--- src/rtl/uart_pkg.sv ---
// Shared UART definitions: parity encodings, receiver state type, default baud divisor.
package uart_pkg;
    localparam int PAR_NONE = 0;
    localparam int PAR_ODD  = 1;
    localparam int PAR_EVEN = 2;

    // 50 MHz / 38.4 kbaud, also used by the transmitter
    localparam int DEFAULT_CLK_DIV = 1302;

    typedef enum logic [2:0] {
        RX_IDLE,
        RX_START,
        RX_DATA,
        RX_PAR,
        RX_STOP,
        RX_ERROR
    } rx_state_t;
endpackage

--- src/rtl/uart_fifo.sv ---
// First-word-fall-through FIFO; head word is presented combinationally on dout.
module uart_fifo #(
    parameter int WIDTH = 9,
    parameter int DEPTH = 4
) (
    input  logic                   clk,
    input  logic                   rst,
    input  logic                   push,
    input  logic                   pop,
    input  logic [WIDTH-1:0]       din,
    output logic [WIDTH-1:0]       dout,
    output logic [$clog2(DEPTH):0] count,
    output logic                   full,
    output logic                   empty
);
    localparam int AW = $clog2(DEPTH);

    logic [WIDTH-1:0] mem [DEPTH];
    logic [AW-1:0]    wptr;
    logic [AW-1:0]    rptr;
    logic             do_push;
    logic             do_pop;

    assign full    = (count == (AW+1)'(DEPTH));
    assign empty   = (count == '0);
    assign do_pop  = pop && !empty;
    // a pop in the same cycle frees the slot, so a push into a full FIFO still lands
    assign do_push = push && (!full || do_pop);
    assign dout    = mem[rptr];

    always_ff @(posedge clk or posedge rst) begin
        if (rst) begin
            wptr  <= '0;
            rptr  <= '0;
            count <= '0;
            for (int i = 0; i < DEPTH; i++) begin
                mem[i] <= '0;
            end
        end else begin
            if (do_push) begin
                mem[wptr] <= din;
                wptr      <= wptr + AW'(1);
            end
            if (do_pop) begin
                rptr <= rptr + AW'(1);
            end
            if (do_push && !do_pop) begin
                count <= count + (AW+1)'(1);
            end else if (!do_push && do_pop) begin
                count <= count - (AW+1)'(1);
            end
        end
    end
endmodule

--- src/rtl/uart_rx_fifo.sv ---
// Parametrised UART receiver with per-word parity flag, sticky frame/overrun flags and FWFT buffer.
// state | meaning: IDLE wait start edge; START mid-start check; DATA shift bits; PAR parity; STOP stop bits; ERROR wait line high
module uart_rx_fifo
    import uart_pkg::*;
#(
    parameter int CLK_DIV    = DEFAULT_CLK_DIV,
    parameter int DATA_BITS  = 8,
    parameter int PARITY     = PAR_NONE,
    parameter int STOP_BITS  = 1,
    parameter int FIFO_DEPTH = 4
) (
    input  logic                        clk,
    input  logic                        rst,
    input  logic                        rxd_in,
    input  logic                        read,
    input  logic                        err_clr,
    output logic [DATA_BITS-1:0]        data_out,
    output logic                        data_perr,
    output logic                        new_data,
    output logic [$clog2(FIFO_DEPTH):0] fifo_count,
    output logic                        frame_err,
    output logic                        overrun
);
    localparam int CW = $clog2(CLK_DIV);
    localparam logic [CW-1:0] TICK     = CW'(CLK_DIV - 1);
    localparam logic [CW-1:0] HALF     = CW'(CLK_DIV / 2 - 1);
    localparam logic [2:0]    LAST_BIT = 3'(DATA_BITS - 1);
    localparam logic          LAST_STP = 1'(STOP_BITS - 1);

    rx_state_t            state;
    rx_state_t            state_next;
    logic                 rxs_meta;
    logic                 rxs;
    logic [CW-1:0]        cntr;
    logic [2:0]           bit_idx;
    logic                 stop_idx;
    logic [DATA_BITS-1:0] shreg;
    logic                 perr;
    logic                 tick;
    logic                 push;
    logic                 frame_set;
    logic                 pop;
    logic                 full;
    logic                 empty;
    logic                 par_xor;

    assign tick    = (cntr == TICK);
    assign par_xor = (^shreg) ^ rxs;

    always_ff @(posedge clk or posedge rst) begin
        if (rst) begin
            rxs_meta <= 1'b1;
            rxs      <= 1'b1;
        end else begin
            rxs_meta <= rxd_in;
            rxs      <= rxs_meta;
        end
    end

    always_ff @(posedge clk or posedge rst) begin
        if (rst) begin
            state <= RX_IDLE;
        end else begin
            state <= state_next;
        end
    end

    always_comb begin
        state_next = state;
        push       = 1'b0;
        frame_set  = 1'b0;
        case (state)
            RX_IDLE:  if (!rxs) state_next = RX_START;
            RX_START: if (cntr == HALF) state_next = rxs ? RX_IDLE : RX_DATA;
            RX_DATA: begin
                if (tick && bit_idx == LAST_BIT) begin
                    state_next = (PARITY != PAR_NONE) ? RX_PAR : RX_STOP;
                end
            end
            RX_PAR:   if (tick) state_next = RX_STOP;
            RX_STOP: begin
                if (tick) begin
                    if (!rxs) begin
                        frame_set  = 1'b1;
                        state_next = RX_ERROR;
                    end else if (stop_idx == LAST_STP) begin
                        push       = 1'b1;
                        state_next = RX_IDLE;
                    end
                end
            end
            RX_ERROR: if (rxs) state_next = RX_IDLE;
            default:  state_next = RX_IDLE;
        endcase
    end

    always_ff @(posedge clk or posedge rst) begin
        if (rst) begin
            cntr     <= '0;
            bit_idx  <= '0;
            stop_idx <= 1'b0;
            shreg    <= '0;
            perr     <= 1'b0;
        end else begin
            if (state != state_next || state == RX_IDLE || state == RX_ERROR || tick) begin
                cntr <= '0;
            end else begin
                cntr <= cntr + CW'(1);
            end

            if (state == RX_IDLE) begin
                bit_idx <= '0;
                perr    <= 1'b0;
            end else if (state == RX_DATA && tick) begin
                shreg   <= {rxs, shreg[DATA_BITS-1:1]};
                bit_idx <= (bit_idx == LAST_BIT) ? 3'd0 : bit_idx + 3'd1;
            end

            if (state == RX_PAR && tick) begin
                perr <= (PARITY == PAR_ODD) ? ~par_xor : par_xor;
            end

            if (state != RX_STOP) begin
                stop_idx <= 1'b0;
            end else if (tick) begin
                stop_idx <= stop_idx + 1'b1;
            end
        end
    end

    assign pop      = read && !empty;
    assign new_data = !empty;

    always_ff @(posedge clk or posedge rst) begin
        if (rst) begin
            frame_err <= 1'b0;
            overrun   <= 1'b0;
        end else begin
            if (frame_set) begin
                frame_err <= 1'b1;
            end else if (err_clr) begin
                frame_err <= 1'b0;
            end
            if (push && full && !pop) begin
                overrun <= 1'b1;
            end else if (err_clr) begin
                overrun <= 1'b0;
            end
        end
    end

    uart_fifo #(
        .WIDTH (DATA_BITS + 1),
        .DEPTH (FIFO_DEPTH)
    ) u_fifo (
        .clk   (clk),
        .rst   (rst),
        .push  (push),
        .pop   (pop),
        .din   ({perr, shreg}),
        .dout  ({data_perr, data_out}),
        .count (fifo_count),
        .full  (full),
        .empty (empty)
    );
endmodule
--- config.mk ---
export PLATFORM = sky130hd
export DESIGN_NAME = uart_rx_fifo
export DESIGN_NICKNAME = d
export VERILOG_FILES = /design/src/rtl/uart_pkg.sv /design/src/rtl/uart_fifo.sv /design/src/rtl/uart_rx_fifo.sv
export SDC_FILE = /design/constraint.sdc
export NUM_CORES = 1
export LEC_CHECK = 0
export CORE_MARGIN = 1
export CORE_UTILIZATION = 47
export CTS_CLUSTER_DIAMETER = 40
export DETAILED_ROUTE_END_ITERATION = 8
export GPL_ROUTABILITY_DRIVEN = 0
export PLACE_DENSITY = 0.65
export SYNTH_ARGS = -nofsm -noshare
export SYNTH_HDL_FRONTEND = slang
export SYNTH_SLANG_ARGS = --single-unit
--- constraint.sdc ---
create_clock -name clk -period 6.6 [get_ports clk]
set_clock_uncertainty 0.2 [all_clocks]
set_input_delay 1.98 -clock clk [delete_from_list [all_inputs] [get_ports clk]]
set_output_delay 1.98 -clock clk [all_outputs]
set_load 0.01 [all_outputs]
==> out/qor.txt, run 1 <==
Drt pass-1 iters -> 5
Cell area power density -> 197.7 mW/mm^2
Initial Util -> 49.06%
Vias in the first global route -> 2112
Largest net degree at the start of global routing -> 39
PortBufs -> 19
Final setup fails -> 0
CORE AREA -> 0.007292 mm^2
TritonCTS buffer count -> 9
Final WS setup -> 2.140 ns
Synth cell types -> 44
Pre-CTS setup slack -> 1.881 ns
Number of antenna diodes -> 0
TNS Setup -> 0 ns
Initial drt markers -> 68
Hold Buf Count CTS -> 0
CP max stage cell -> dfrtp_1
Seq/Total Area, Yosys -> 51.84%
Setup bufs post-CTS -> 0
Ports -> 20
CP max stage delay -> 0.83 ns
CP cell instances -> mux4_2 -> clkdlybuf4s50_1
Unrepaired setup endpoints after global routing -> no
Fraction of layout cells with a size suffix above 1 -> 28.04%
Via count -> 2153
Startpoint types -> register
Clock slew at reported path FFs -> 0.07 ns
Clock Sinks -> 74
Avg Cell Area, Syn -> 13.25 um^2
Maxcap violations -> 0
Primary FF master, synth -> dfrtp_1
Slew @ Worst Pin -> 0.7604 ns
Hold Crit Start -> rxs_meta$_DFF_PP1_
Die area -> 0.007964 mm^2
Rows -> 31
Status -> completed
CP top delay family -> flip-flops
Post-route antenna net violation count -> 0
Critical path required time -> 4.42 ns
EDFF count, synth -> 0
Area leader, netlist -> dfrtp_1
Crit path from -> u_fifo.rptr[0]$_DFFE_PP0P_
Synth top area cells -> dfrtp_1, mux2_2, mux4_2
Ys Warns -> 0
CTS tree -> built
Final period util -> 67.57%
Die width -> 89.24 um
Most frequent cell after synthesis -> dfrtp_1
Final-report hold violation count -> 0
Worst vdd ir -> 0.0001268 V
Rel. slew slack -> 49.23%
Initial antenna violation count -> 0
Most frequent cells after synthesis -> dfrtp_1, mux2_2, nor2_1, xnor2_1, inv_1
#FFs+latches synth -> 74
HP Class -> register to register
Synthesized cell area -> 0.003577 mm^2
Max clock buf depth -> 2
PostCTS Resize Cnt -> 0
Worst path bufs/invs -> 1
Cells after Synth -> 270
GRT Total Usage -> 17.81%
Yosys top cell area share -> 50.37%
Filler cell count -> 654
Vias/cell -> 5.451
Worst r2r src -> cntr[3]$_DFF_PP0_
Drt drc -> 0
Crit path max fanout -> 11
Grt ovf -> 0
Fmax -> 224.2 MHz
Routed Wire Length -> 6.205 mm
Clk root buf -> clkbuf_8
Post-route minimum period -> 4.460 ns
Clock latency on the worst-skew pair -> 0.34 ns
DP HPWL -> 4.216 mm
First-pass GRT wire length -> 10.34 mm
CTS H-tree lvls -> 3
Wire length per cell -> 15.71 um
Critical path type -> register to primary output
Async SR Flop Fraction -> 100.0%
Die height -> 89.24 um
Endpoint class of the critical path -> primary output
Nets -> 308
Leak pwr -> 0.001850 uW
Worst EP arrival -> 2.28 ns
Final Max Slew Viols -> 0
Syn nets -> 286
Synth-to-Final Area Change -> 13.05%
[worst paths after layout]
| path | endpoint | slack (ns) | depth (start not counted) |
|---|---|---|---|
| max | data_out[0] | 2.14 | 2 |
| min | rxs$_DFF_PP1_ | 0.16 | 0 |
| max reg2reg | u_fifo.count[2]$_DFFE_PP0P_ | 3.42 | 10 |
| min reg2reg | rxs$_DFF_PP1_ | 0.16 | 0 |
| max in group asynchronous | rxs$_DFF_PP1_ | 3.32 | 3 |
| min in group asynchronous | cntr[0]$_DFF_PP0_ | 1.90 | 2 |
[cells by family after synthesis]
family,after synthesis,share of synthesized area [%]
buf+inv,21,2.308
xor+xnor,24,6.261
flops,74,51.84
simple gates,68,11.75
compound gates,17,3.638
fa+ha+maj,11,4.057
mux,55,20.15
[placed cells by master (no fill, tap or decap), types with 2 or more instances in the layout]
cell type,n
nand3_4,4
nor2_1,21
xnor2_1,18
inv_1,11
nor4_1,2
nand3_1,9
ha_1,10
clkdlybuf4s50_1,19
dfrtp_1,72
clkbuf_8,9
and4b_1,2
clkinv_2,4
xor2_1,5
o21ai_0,4
nand2b_1,4
dfstp_2,2
mux2_2,46
o2111ai_1,2
nand4_1,3
mux4_2,9
a22o_1,2
o32ai_1,3
or3_1,2
nand2_1,9
nor4b_1,2
[worst register-to-register path: stages, from the launching register on]
cell and delay (ns):
dfrtp_1 0.46, nor4bb_1 0.49, and3_1 0.65, nand2_1 0.22, inv_1 0.10, ha_1 0.17
inv_1 0.06, fa_1 0.37, xor2_1 0.15, nor2_1 0.11, xor2_1 0.14
[state kept, by name (all words and copies together), names as in the netlist, 2 cells and up]
name	flops
bit_idx	3
u_fifo.mem	36
shreg	8
u_fifo.rptr	2
cntr	11
state	3
u_fifo.wptr	2
u_fifo.count	3
[power breakdown]
group / total (uW) / internal (uW) / switching, uW
logic: 14.4 / 3.95 / 10.4
registers: 455 / 454 / 0.828
clock network: 330 / 170 / 160
[per-layer routing]
metal	vias up	GRT usage [%]	wire length, um
met5	-	0	0
li1	1018	-	-
met2	27	28.94	3110
met4	0	5.628	63
met1	1099	23.10	2830
met3	9	5.263	200
[per-stage QoR]
stage	utilization, %	total power (uW)	cells	instance area (um^2)	hold slack (ns)
detailed placement	52.95	479.1	380	3861	0.1489
CTS	55.46	812.4	395	4044	0.1591
floorplan	-	472.5	270	3577	0.1452
global route	55.46	836.1	395	4044	0.1650
finish	55.46	799.4	395	4044	0.1584
global placement	52.95	479.0	380	3861	0.1455
[layout make-up]
cell class | count | area, um^2 | share of cell area (%)
multi-input combinational | 175 | 1640 | 40.56
inverter | 12 | 45.04 | 1.114
clock inverter | 6 | 58.81 | 1.454
sequential | 74 | 1854 | 45.85
tap | 99 | 123.9 | 3.063
clock buffer | 9 | 123.9 | 3.063
timing repair buffer | 20 | 197.7 | 4.889
No activity file was read; power rests on OpenSTA's default activity.
==> inputs of run 2 (changes only) <==
--- a/config.mk
+++ b/config.mk
@@ -10,7 +10,7 @@
 export CTS_CLUSTER_DIAMETER = 40
 export DETAILED_ROUTE_END_ITERATION = 8
 export GPL_ROUTABILITY_DRIVEN = 0
-export PLACE_DENSITY = 0.65
+export PLACE_DENSITY = 0.68
 export SYNTH_ARGS = -nofsm -noshare
 export SYNTH_HDL_FRONTEND = slang
 export SYNTH_SLANG_ARGS = --single-unit
==> constraint.sdc (replaced) <==
create_clock -name clk -period 4.1 [get_ports clk]
set_clock_uncertainty 0.2 [all_clocks]
set_input_delay 1.23 -clock clk [delete_from_list [all_inputs] [get_ports clk]]
set_output_delay 1.23 -clock clk [all_outputs]
set_load 0.01 [all_outputs]
==> run 2 against run 1 <==
Core utilization increased by 0.63 points; non-clock buffer count increased by 4; worst hold slack about the same; flip-flop and latch count unchanged; clock power increased by 64%; critical path type unchanged; critical endpoint is now data_perr.
==> out/qor.txt, run 2 (synthesis gave the netlist of run 1 again) <==
Die height -> 89.24 um (unchanged)
Endpoint class of the critical path -> primary output
Setup bufs post-CTS -> 0 (unchanged)
Final Max Slew Viols -> 0 (unchanged)
Clock slew at reported path FFs -> 0.08 ns (about the same)
Most frequent cells in the layout -> dfrtp_1, mux2_2, nor2_1
Top flop regs -> u_fifo.mem: 36 flops, cntr: 11 flops, shreg: 8 flops
Largest net degree at the start of global routing -> 75 (+92%)
Ports -> 20 (unchanged)
DP HPWL -> 4.075 mm (-3.4%)
Final setup fails -> 0 (unchanged)
Pre-CTS setup slack -> 0.4767 ns (-1.405 ns)
Via count -> 2136 (-0.79%)
Commonest non-fill, non-tap cell in the layout -> dfrtp_1
Final period util -> 88.85%
Leak pwr -> 0.001867 uW (+0.93%)
Vias in the first global route -> 2112 (unchanged)
Die width -> 89.24 um (unchanged)
Fraction of layout cells with a size suffix above 1 -> 28.57% (+0.53 points)
Fmax -> 274.5 MHz
Nets -> 312 (+1.3%)
TritonCTS buffer count -> 9 (unchanged)
Slew @ Worst Pin -> 0.7098 ns (-0.05064 ns)
Clock latency on the worst-skew pair -> 0.34 ns (about the same)
TNS Setup -> 0 ns (unchanged)
Most flop-heavy register -> u_fifo.mem
Cell area power density -> 317.2 mW/mm^2 (+60%)
Initial Util -> 49.06% (unchanged)
Worst vdd ir -> 0.0001761 V (+39%)
Rel. slew slack -> 51.93% (+2.7 points)
Unrepaired setup endpoints after global routing -> no
Critical path required time -> 2.67 ns (-1.75 ns)
GRT Total Usage -> 17.39% (-0.42 points)
Rows -> 31 (unchanged)
Vias/cell -> 5.340 (-2.0%)
HP Class -> register to register
Number of antenna diodes -> 0 (unchanged)
Filler cell count -> 625 (-4.4%)
Synth-to-Final Area Change -> 14.34%
Post-route antenna net violation count -> 0 (unchanged)
Initial drt markers -> 54 (-21%)
PostCTS Resize Cnt -> 0 (unchanged)
Max FFs per register -> 36 (unchanged)
Worst EP arrival -> 2.21 ns (-0.07 ns)
First-pass GRT wire length -> 10.22 mm (-1.1%)
Final-report hold violation count -> 0 (unchanged)
Grt ovf -> 0 (unchanged)
Die area -> 0.007964 mm^2 (unchanged)
Wire length per cell -> 15.26 um (-2.9%)
Routed Wire Length -> 6.104 mm (-1.6%)
Status -> completed
Hold Buf Count CTS -> 0 (unchanged)
Startpoint types -> register
PortBufs -> 19 (unchanged)
Max clock buf depth -> 2 (unchanged)
Clk root buf -> clkbuf_8
CTS tree -> built
Drt drc -> 0 (unchanged)
Crit path max fanout -> 10 (-1)
Clock Sinks -> 74 (unchanged)
Drt pass-1 iters -> 4 (-1)
Critical path type -> register to primary output
Initial antenna violation count -> 0 (unchanged)
CTS H-tree lvls -> 3 (unchanged)
Maxcap violations -> 0 (unchanged)
Post-route minimum period -> 3.643 ns
Final WS setup -> 0.4572 ns (-1.683 ns)
CORE AREA -> 0.007292 mm^2 (unchanged)
run 2: final cells by class:
class | count | area (um^2) | area share (%)
sequential | 74 | 1854 | 45.34
multi-input combinational | 175 | 1640 | 40.10
timing repair buffer | 24 | 240.2 | 5.873
clock buffer | 11 | 131.4 | 3.212
tap | 99 | 123.9 | 3.028
clock inverter | 5 | 55.05 | 1.346
inverter | 12 | 45.04 | 1.101
run 2: layer usage:
metal	part of all wire [%]	vias to the layer above	track usage (%)	wire length [um]
met5	0	-	0	0
met4	0.74	0	6.494	45
met3	3.0	7	4.432	185
met2	49	36	28.38	2976
met1	47	1069	22.50	2897
li1	-	1024	-	-
run 2: worst paths after layout:
check | start | endpoint | slack [ns] | depth (start not counted)
min in group asynchronous | rst | u_fifo.mem[34]$_DFFE_PP0P_ | 1.08 | 3
hold / removal | rxs_meta$_DFF_PP1_ | rxs$_DFF_PP1_ | 0.16 | 0
hold reg to reg | rxs_meta$_DFF_PP1_ | rxs$_DFF_PP1_ | 0.16 | 0
max in group asynchronous | rst | rxs_meta$_DFF_PP1_ | 2.27 | 3
setup / recovery | u_fifo.rptr[0]$_DFFE_PP0P_ | data_perr | 0.46 | 2
setup reg to reg | cntr[3]$_DFF_PP0_ | u_fifo.count[2]$_DFFE_PP0P_ | 1.25 | 11
run 2: where the power goes:
part	internal, uW	switching, uW
clock	279	261
combinational	7.79	16.8
sequential	731	1.27
total	1020	279
run 2: through the flow:
step	instances	power, uW	hold WS (ns)	instance area, um^2	util (%)
finish	400	1297	0.1587	4090	56.09
detailed placement	384	772.6	0.1475	3904	53.53
global placement	384	772.4	0.1460	3904	53.53
global route	400	1348	0.1665	4090	56.09
CTS	400	1314	0.1580	4090	56.09
floorplan	270	760.6	0.1452	3577	-
run 2: worst max-delay path, stage by stage, from the launching register on:
cell and delay, ns:
dfrtp_1 0.77, mux4_2 0.61, clkdlybuf4s50_1 0.49
==> inputs of run 3 (changes only) <==
--- a/config.mk
+++ b/config.mk
@@ -9,7 +9,6 @@
 export CORE_UTILIZATION = 47
 export CTS_CLUSTER_DIAMETER = 40
 export DETAILED_ROUTE_END_ITERATION = 8
-export GPL_ROUTABILITY_DRIVEN = 0
 export PLACE_DENSITY = 0.68
 export SYNTH_ARGS = -nofsm -noshare
 export SYNTH_HDL_FRONTEND = slang
==> results of run 3 <==
The final DEF is identical to that of run 2; final timing and power are the same.
